$ cat src/rtl/uart_rx_word_assembler.sv
// UART 8N1 receiver that decodes ASCII hex digits and assembles eight of them,
// most significant first, into a word with sticky ready and error flags.
module uart_rx_word_assembler #(
    parameter int DATA_WIDTH = 32,
    parameter int UART_Nbit  = 8,
    parameter int baudrate   = 9600,
    parameter int clk_freq   = 50000000
) (
    input  logic                  clk,
    input  logic                  reset,
    input  logic                  SerialDataIn,
    input  logic                  clr_rx_flag,
    input  logic                  clr_err_flag,
    output logic [DATA_WIDTH-1:0] UART_word,
    output logic [DATA_WIDTH-1:0] Rx_flag_out,
    output logic [DATA_WIDTH-1:0] Err_flag_out
);

    localparam int BIT_TICKS = clk_freq / baudrate;
    localparam int CNT_W     = $clog2(BIT_TICKS);
    localparam int BIT_W     = $clog2(UART_Nbit);

    localparam logic [CNT_W-1:0] TICK_LAST  = CNT_W'(BIT_TICKS - 1);
    localparam logic [CNT_W-1:0] HALF_LAST  = CNT_W'(BIT_TICKS / 2 - 1);
    localparam logic [BIT_W-1:0] BIT_LAST   = BIT_W'(UART_Nbit - 1);
    localparam logic [3:0]       DIGIT_LAST = 4'(DATA_WIDTH / 4 - 1);

    localparam logic [1:0] StIdle  = 2'd0;
    localparam logic [1:0] StStart = 2'd1;
    localparam logic [1:0] StData  = 2'd2;
    localparam logic [1:0] StStop  = 2'd3;

    logic [1:0]            sync_q;
    logic                  rx_s;
    logic [1:0]            state_q, state_d;
    logic [CNT_W-1:0]      tick_q, tick_d;
    logic [BIT_W-1:0]      bit_q, bit_d;
    logic [UART_Nbit-1:0]  data_q, data_d;
    logic [UART_Nbit-1:0]  char_q, char_d;
    logic                  char_stb_q, char_stb_d;
    logic                  framing_set;

    logic [7:0]            ch;
    logic                  digit_ok;
    logic                  ignore_ch;
    logic [3:0]            nibble;

    logic [DATA_WIDTH-1:0] shift_q, shift_d;
    logic [DATA_WIDTH-1:0] word_q, word_d;
    logic [3:0]            count_q, count_d;
    logic                  ready_q, ready_d;
    logic                  framing_q, framing_d;
    logic                  bad_q, bad_d;
    logic                  overrun_q, overrun_d;

    assign rx_s = sync_q[1];

    always_comb begin
        state_d     = state_q;
        tick_d      = tick_q;
        bit_d       = bit_q;
        data_d      = data_q;
        char_d      = char_q;
        char_stb_d  = 1'b0;
        framing_set = 1'b0;
        case (state_q)
            StIdle: begin
                if (!rx_s) begin
                    state_d = StStart;
                    tick_d  = '0;
                end
            end
            StStart: begin
                if (tick_q == HALF_LAST) begin
                    // Line back high at mid start bit means a glitch, not a start.
                    state_d = rx_s ? StIdle : StData;
                    tick_d  = '0;
                    bit_d   = '0;
                end else begin
                    tick_d = tick_q + 1'b1;
                end
            end
            StData: begin
                if (tick_q == TICK_LAST) begin
                    tick_d = '0;
                    data_d = {rx_s, data_q[UART_Nbit-1:1]};
                    if (bit_q == BIT_LAST) begin
                        state_d = StStop;
                    end else begin
                        bit_d = bit_q + 1'b1;
                    end
                end else begin
                    tick_d = tick_q + 1'b1;
                end
            end
            default: begin
                if (tick_q == TICK_LAST) begin
                    state_d = StIdle;
                    tick_d  = '0;
                    if (rx_s) begin
                        char_stb_d = 1'b1;
                        char_d     = data_q;
                    end else begin
                        framing_set = 1'b1;
                    end
                end else begin
                    tick_d = tick_q + 1'b1;
                end
            end
        endcase
    end

    always_comb begin
        ch        = 8'(char_q);
        digit_ok  = 1'b0;
        ignore_ch = 1'b0;
        nibble    = 4'd0;
        if (ch >= 8'h30 && ch <= 8'h39) begin
            digit_ok = 1'b1;
            nibble   = ch[3:0];
        end else if ((ch >= 8'h41 && ch <= 8'h46) || (ch >= 8'h61 && ch <= 8'h66)) begin
            digit_ok = 1'b1;
            nibble   = ch[3:0] + 4'd9;
        end else if (ch == 8'h0D || ch == 8'h0A) begin
            ignore_ch = 1'b1;
        end
    end

    // Clears apply first so a set in the same cycle wins.
    always_comb begin
        ready_d   = ready_q & clr_rx_flag;
        framing_d = (framing_q & clr_err_flag) | framing_set;
        bad_d     = bad_q & clr_err_flag;
        overrun_d = overrun_q & clr_err_flag;
        word_d    = word_q;
        shift_d   = shift_q;
        count_d   = count_q;
        if (char_stb_q) begin
            if (digit_ok) begin
                shift_d = {shift_q[DATA_WIDTH-5:0], nibble};
                if (count_q == DIGIT_LAST) begin
                    count_d = 4'd0;
                    if (!ready_d) begin
                        word_d  = {shift_q[DATA_WIDTH-5:0], nibble};
                        ready_d = 1'b1;
                    end else begin
                        overrun_d = 1'b1;
                    end
                end else begin
                    count_d = count_q + 4'd1;
                end
            end else if (!ignore_ch) begin
                bad_d   = 1'b1;
                shift_d = '0;
                count_d = 4'd0;
            end
        end
    end

    always_ff @(posedge clk) begin
        if (reset) begin
            sync_q     <= 2'b11;
            state_q    <= StIdle;
            tick_q     <= '0;
            bit_q      <= '0;
            data_q     <= '0;
            char_q     <= '0;
            char_stb_q <= 1'b0;
            shift_q    <= '0;
            word_q     <= '0;
            count_q    <= 4'd0;
            ready_q    <= 1'b0;
            framing_q  <= 1'b0;
            bad_q      <= 1'b0;
            overrun_q  <= 1'b0;
        end else begin
            sync_q     <= {sync_q[0], SerialDataIn};
            state_q    <= state_d;
            tick_q     <= tick_d;
            bit_q      <= bit_d;
            data_q     <= data_d;
            char_q     <= char_d;
            char_stb_q <= char_stb_d;
            shift_q    <= shift_d;
            word_q     <= word_d;
            count_q    <= count_d;
            ready_q    <= ready_d;
            framing_q  <= framing_d;
            bad_q      <= bad_d;
            overrun_q  <= overrun_d;
        end
    end

    assign UART_word    = word_q;
    assign Rx_flag_out  = {{(DATA_WIDTH-1){1'b0}}, ready_q};
    assign Err_flag_out = {{(DATA_WIDTH-3){1'b0}}, overrun_q, bad_q, framing_q};

endmodule

$ cat config.mk
export PLATFORM = sky130hd
export DESIGN_NAME = uart_rx_word_assembler
export DESIGN_NICKNAME = d
export VERILOG_FILES = /design/src/rtl/uart_rx_word_assembler.sv
export SDC_FILE = /design/constraint.sdc
export NUM_CORES = 1
export LEC_CHECK = 0
export ABC_CLOCK_PERIOD_IN_PS = 2800
export CAP_MARGIN = 40
export CORE_MARGIN = 5
export CORE_UTILIZATION = 40
export CTS_CLUSTER_SIZE = 24
export DETAILED_ROUTE_END_ITERATION = 8
export PLACE_DENSITY_LB_ADDON = 0.12
export SLEW_MARGIN = 20
export SYNTH_ARGS = -nofsm -noshare
export SYNTH_HDL_FRONTEND = slang
export SYNTH_SLANG_ARGS = --single-unit
$ cat constraint.sdc
create_clock -name clk -period 2.8 [get_ports clk]
set_clock_uncertainty 0.15 [all_clocks]
set_input_delay 0.7 -clock clk [delete_from_list [all_inputs] [get_ports clk]]
set_output_delay 0.7 -clock clk [all_outputs]
set_load 0.05 [all_outputs]
# Word-level counts from Yosys, hierarchy flattened
# Cells that the tools add are included.
[op_classes] addsub=4 magnitude_cmp=6 n_eq_ne=14 muxes=41 bitwise_logic=8 n_reduce_logical=16
[op_table] op="two-way mux 28 bit" n=2
[op_table] op="two-way mux 13 bit" n=3
[op_table] op="case mux 13 bit (2 select lines)" n=1
[op_table] op="two-way mux 4 bit" n=5
[op_table] op="two-way mux 1 bit" n=19
[op_table] op="== test 8 x 4 -> 1 bit, second input constant" n=2
[op_table] op=">= comparator 8 x 7 -> 1 bit, second input constant" n=2
[op_table] op="less-or-equal comparator 8 x 7 -> 1 bit, second input constant" n=2
[op_table] op="adder 13 x 1 -> 13 bit, second input constant" n=1
[op_table] op="== test 13 x 12 -> 1 bit, second input constant" n=1
[op_table] op="== test 13 bit, second input constant" n=1
[op_table] op="two-way mux 2 bit" n=6
[op_table] op="inequality test 2 bit, second input constant" n=6
[op_table] op="two-way mux 3 bit" n=3
[op_table] op=">= comparator 8 x 6 -> 1 bit, second input constant" n=1
[op_table] op="less-or-equal comparator 8 x 6 -> 1 bit, second input constant" n=1
[op_table] op="AND reduction 4 bit" n=2
[op_table] op="case mux 2 bit (3 select lines)" n=1
[op_table] op="case mux 3 bit (2 select lines)" n=1
[op_table] op="AND reduction 5 bit" n=1
[op_table] op="OR reduction 5 bit" n=1
[op_table] op="adder 4 x 1 -> 4 bit, second input constant" n=1
[op_table] op="adder 4 bit, second input constant" n=1
[op_table] op="AND 1 bit" n=4
[op_table] op="15 further kinds" n=21
[word_totals] reg_bits=105 in_bits=5 out_inout_bits=96 word_cells=103

# Logic depth before layout (Yosys ltp)
[logic_depth] depth_word=8 mapped_depth=8

# Worst setup path before layout
# No wires, ideal clock.
[synth_timing] path_type="register to register" startpoint="register char_q[1], in the netlist ch[1]" endpoint="register word_q[27], in the netlist UART_word[27]" arrival_ns=2.078 required_ns=2.579 path_slack_ns=0.501 path_stages_with_launch=9 cell_sequence="dfxtp_1 -> inv_1 -> ha_1 -> or3b_2 -> and3_1 -> o211ai_1 -> clkbuf_1 -> o21ai_0 -> a21oi_1"
[synth_between] elab_chain_cells=6
[synth_lines] item="start: declaration" line_no="39" source="logic [UART_Nbit-1:0] char_q, char_d;"
[synth_lines] item="start signal: assignment" line_no="182" source="char_q <= char_d;"
[synth_lines] item=">= comparator 8 x 7 -> 1 bit / less-or-equal comparator 8 x 7 -> 1 bit (equally long branches)" line_no="121" source="end else if ((ch >= 8'h41 && ch <= 8'h46) || (ch >= 8'h61 && ch <= 8'h66)) begin"
[synth_lines] item="logical AND 1 bit" line_no="121"
[synth_lines] item="logical OR 1 bit" line_no="121"
[synth_lines] item="two-way mux 1 bit" line_no="121"
[synth_lines] item="two-way mux 1 bit *" line_no="118" source="if (ch >= 8'h30 && ch <= 8'h39) begin"
[synth_lines] item="AND reduction 4 bit (no source line) *"
[synth_lines] item="end signal: assignment" line_no="185" source="word_q <= word_d;"
[synth_lines] item="end: declaration" line_no="49" source="logic [DATA_WIDTH-1:0] word_q, word_d;"
# Mark *: on every way between the ends. The rest lies on a longest branch, timed or not.
# A chain may end at the register's enable or synchronous reset.

# Worst setup path in the final report
[layout_timing] startpoint="register char_q[1], in the netlist ch[1]" endpoint="register word_q[1], in the netlist UART_word[1]"
[layout_between] elab_chain_cells=6
[layout_lines] item=">= comparator 8 x 7 -> 1 bit / less-or-equal comparator 8 x 7 -> 1 bit (equally long branches)" line_no="121"
[layout_lines] item="logical AND 1 bit" line_no="121"
[layout_lines] item="logical OR 1 bit" line_no="121"
[layout_lines] item="two-way mux 1 bit" line_no="121"
[layout_lines] item="two-way mux 1 bit" line_no="118"
[layout_lines] item="AND reduction 4 bit (no source line)"
# Several ways; a longest one is shown, not always the timed one.

==> reports/qor.txt <==
clk buf depth -> 2
number of antenna diodes -> 0
Logic pwr share -> 7.6%
Die W -> 119 um
Core Box Area -> 0.0119 mm2
synthesized instance count -> 531
mux contribution to synthesized area -> 4.05%
clock sink count -> 105
run status -> finished clean
die area -> 0.0142 mm2
fmax -> 0.396 GHz
max capacitance violation total -> 0
final core utilization -> 45.2%
Area Overhead vs Synth -> 12.0%
# DRC -> 0
power share of the sequential group -> 49.7%
Critical Path AT -> 2.64 ns
#FFs+latches synth -> 105
Post-Syn Area -> 0.00478 mm2
final net count -> 568
syn avg cell area -> 9.01 um2
Starting Density -> 40.3%
IR drop worst, VDD -> 0.318 mV
per-cell routed wire length -> 14.1 um
# port buffers -> 40
post-CTS resize count -> 0
clock share of power -> 42.8%
clock-pin transition on the worst setup and hold timing paths -> 0.07 ns
first-pass GRT wire length -> 16,600 um
number of global-route vias before repair -> 3,310
RD Place Congestion -> 0.793
top sig layer -> met4
worst-margin pin slew -> 0.620 ns
EDFF count, synth -> 0
Via density -> 5.04
Startpoint Class -> flop
post-layout minimum cycle time -> 2.53 ns
Setup crit end kind -> flop
Pre-antenna DRT Iters -> 5
met2 wire length -> 4600 um
Required @ worst endpoint -> 2.91 ns
final hold vios -> 0
# hold bufs at CTS -> 0
crit-path max FO -> 31
Setup Buffers After CTS -> 0
WL final -> 9970 um
gr usage total -> 14.1%
CTS tree -> done
Synth Area in Compound Gates -> 16.1%
row count -> 40
clock latency on the worst-skew pair -> 0.35 ns
top_reg_cell synth -> dfxtp_1
CTS buffer count -> 9
initial antenna violation count -> 0
min-delay worst type -> flop to flop
# setup viols final -> 0
Post-synth ARST share -> 0%
Clock Tree Root -> clkbuf_16
pin count of the biggest net entering global routing -> 90
via count -> 3,563
Sum Neg Setup Slack -> 0 ns
H-Tree Depth -> 3
met1 WL -> 4660 um
Detailed Place HPWL -> 6770 um
unrepaired setup endpoints after global routing -> no
Die Ht -> 119 um
static leakage -> 2.06 nW
layout cells sized above 1 -> 8.93%
simple-gate share of the synthesized area -> 17.4%
Psw -> 0.000803 W
antenna-violating nets left -> 0
# IOs -> 101
XOR/XNOR Fraction of Synth Area -> 2.20%
main combinational cell family by area after synthesis -> simple AND/OR/NAND/NOR gates
internal power -> 0.00222 W
dpl cells -> 691
Yosys warning count -> 0
PwrDens -> 565 mW/mm2
routed wl met3 -> 596 um
overall overflow remaining after global route -> 0
Yosys cell types -> 57
1st-iter DRT viols -> 228
Final period util -> 90.2%
Max Transition Viols Final -> 0
Adder-Cell Fraction of Synth Area -> 2.09%
max_slew headroom -> 58.3%
worst setup path class -> flop to flop
worst r2r path cells -> 8
register area share after synthesis -> 43.9%
Hold Crit Depth -> 1
Final Non-Filler Cells -> 707
Hold Slack -> 0.266 ns
Sw Ratio -> 26.5%
## critical path: stages (launching register included)
cell	delay, ns
dfxtp_1	0.45
inv_1	0.10
ha_1	0.23
or3b_2	0.48
and3_1	0.23
o211ai_1	0.26
buf_12	0.21
nor2_1	0.10
a211oi_1	0.23
## through the flow
| step | power [W] | worst slack [ns] | cell area, um2 |
|---|---|---|---|
| final | 0.00303 | 0.273 | 5360 |
| after global routing | 0.00315 | 0.122 | 5360 |
| after CTS | 0.00307 | 0.281 | 5360 |
| after detailed placement | 0.00176 | 0.308 | 5040 |
| after global placement | 0.00176 | 0.394 | 5040 |
| after floorplan | 0.00182 | 0.501 | 5010 |
## cells in the mapped netlist (5+ instances only)
library cell	number	share of area [%]
buf_4	64	10
nand2_1	13	1.0
buf_2	5	0.52
a211oi_1	11	1.7
dfxtp_1	105	44
xor2_1	5	0.92
nand3_1	37	3.9
ha_1	8	2.1
nor2_1	66	5.2
a22oi_1	25	3.9
nand3b_1	5	0.78
a21oi_1	36	3.8
xnor2_1	7	1.3
a31oi_1	5	0.65
o21ai_0	32	3.3
inv_1	7	0.55
clkbuf_1	23	1.8
mux2i_1	16	3.3
nand4_1	6	0.78
## metal layers
| layer | global-route usage [%] | up-vias |
|---|---|---|
| met5 | 0 | - |
| met4 | 5.15 | 0 |
| met3 | 3.61 | 10 |
| met2 | 22.0 | 81 |
| met1 | 19.0 | 1682 |
| li1 | - | 1790 |
## kinds of logic after synthesis
| group | Yosys count |
|---|---|
| adders and majority gates | 8 |
| muxes | 18 |
| buffers and inverters | 105 |
| xor gates and xnor gates | 12 |
| other | 1 |
| AOI/OAI and AO/OA | 124 |
| and+or+nand+nor | 158 |
| DFF | 105 |
## cell type report
cell class / instances / area [um2]
Tap cell: 147 / 184
Fill cell: 1152 / 6500
Clock inverter: 7 / 87.6
Sequential cell: 105 / 2100
Timing Repair Buffer: 51 / 503
Inverter: 8 / 30.0
Multi-Input combinational cell: 380 / 2220
Clock buffer: 9 / 225
## worst paths after layout
kind / startpoint / to / slack, ns
min reg2reg: sync_q[0]$_SDFF_PP1_ / sync_q[1]$_SDFF_PP1_ / 0.27
max reg2reg: ch[1]$_SDFFE_PP0P_ / UART_word[1]$_SDFFE_PP0P_ / 0.27
max: ch[1]$_SDFFE_PP0P_ / UART_word[1]$_SDFFE_PP0P_ / 0.27
min: sync_q[0]$_SDFF_PP1_ / sync_q[1]$_SDFF_PP1_ / 0.27
## sequential cells by signal (all words and copies together), names as in the netlist, 2 cells and up
register / count
UART_word: 32
bit_q: 3
ch: 8
count_q: 4
data_q: 8
shift_q: 28
state_q: 2
sync_q: 2
tick_q: 13
## layout by cell type (no fill, tap or decap), types with 3 or more instances in the layout
cell / n
a211oi_1: 11
a21oi_1: 36
a22oi_1: 25
a31o_2: 3
a31oi_1: 5
a32oi_1: 3
and3_1: 3
buf_4: 9
clkbuf_16: 9
clkdlybuf4s50_1: 39
conb_1: 60
dfxtp_1: 105
ha_1: 8
inv_1: 7
mux2i_1: 16
nand2_1: 13
nand3_1: 37
nand3b_1: 5
nand4_1: 6
nor2_1: 66
o21ai_0: 32
o31ai_1: 3
or3b_2: 3
xnor2_1: 7
xor2_1: 5
## power by group through the flow
stage	sequential (W)	clock (W)	combinational [W]
after CTS	0.00150	0.00134	0.000227
final	0.00150	0.00129	0.000229
after global placement	0.00154	0	0.000226
after detailed placement	0.00154	0	0.000227
after floorplan	0.00153	0	0.000284
after global routing	0.00150	0.00141	0.000238
(Power assumes the default switching activity.)
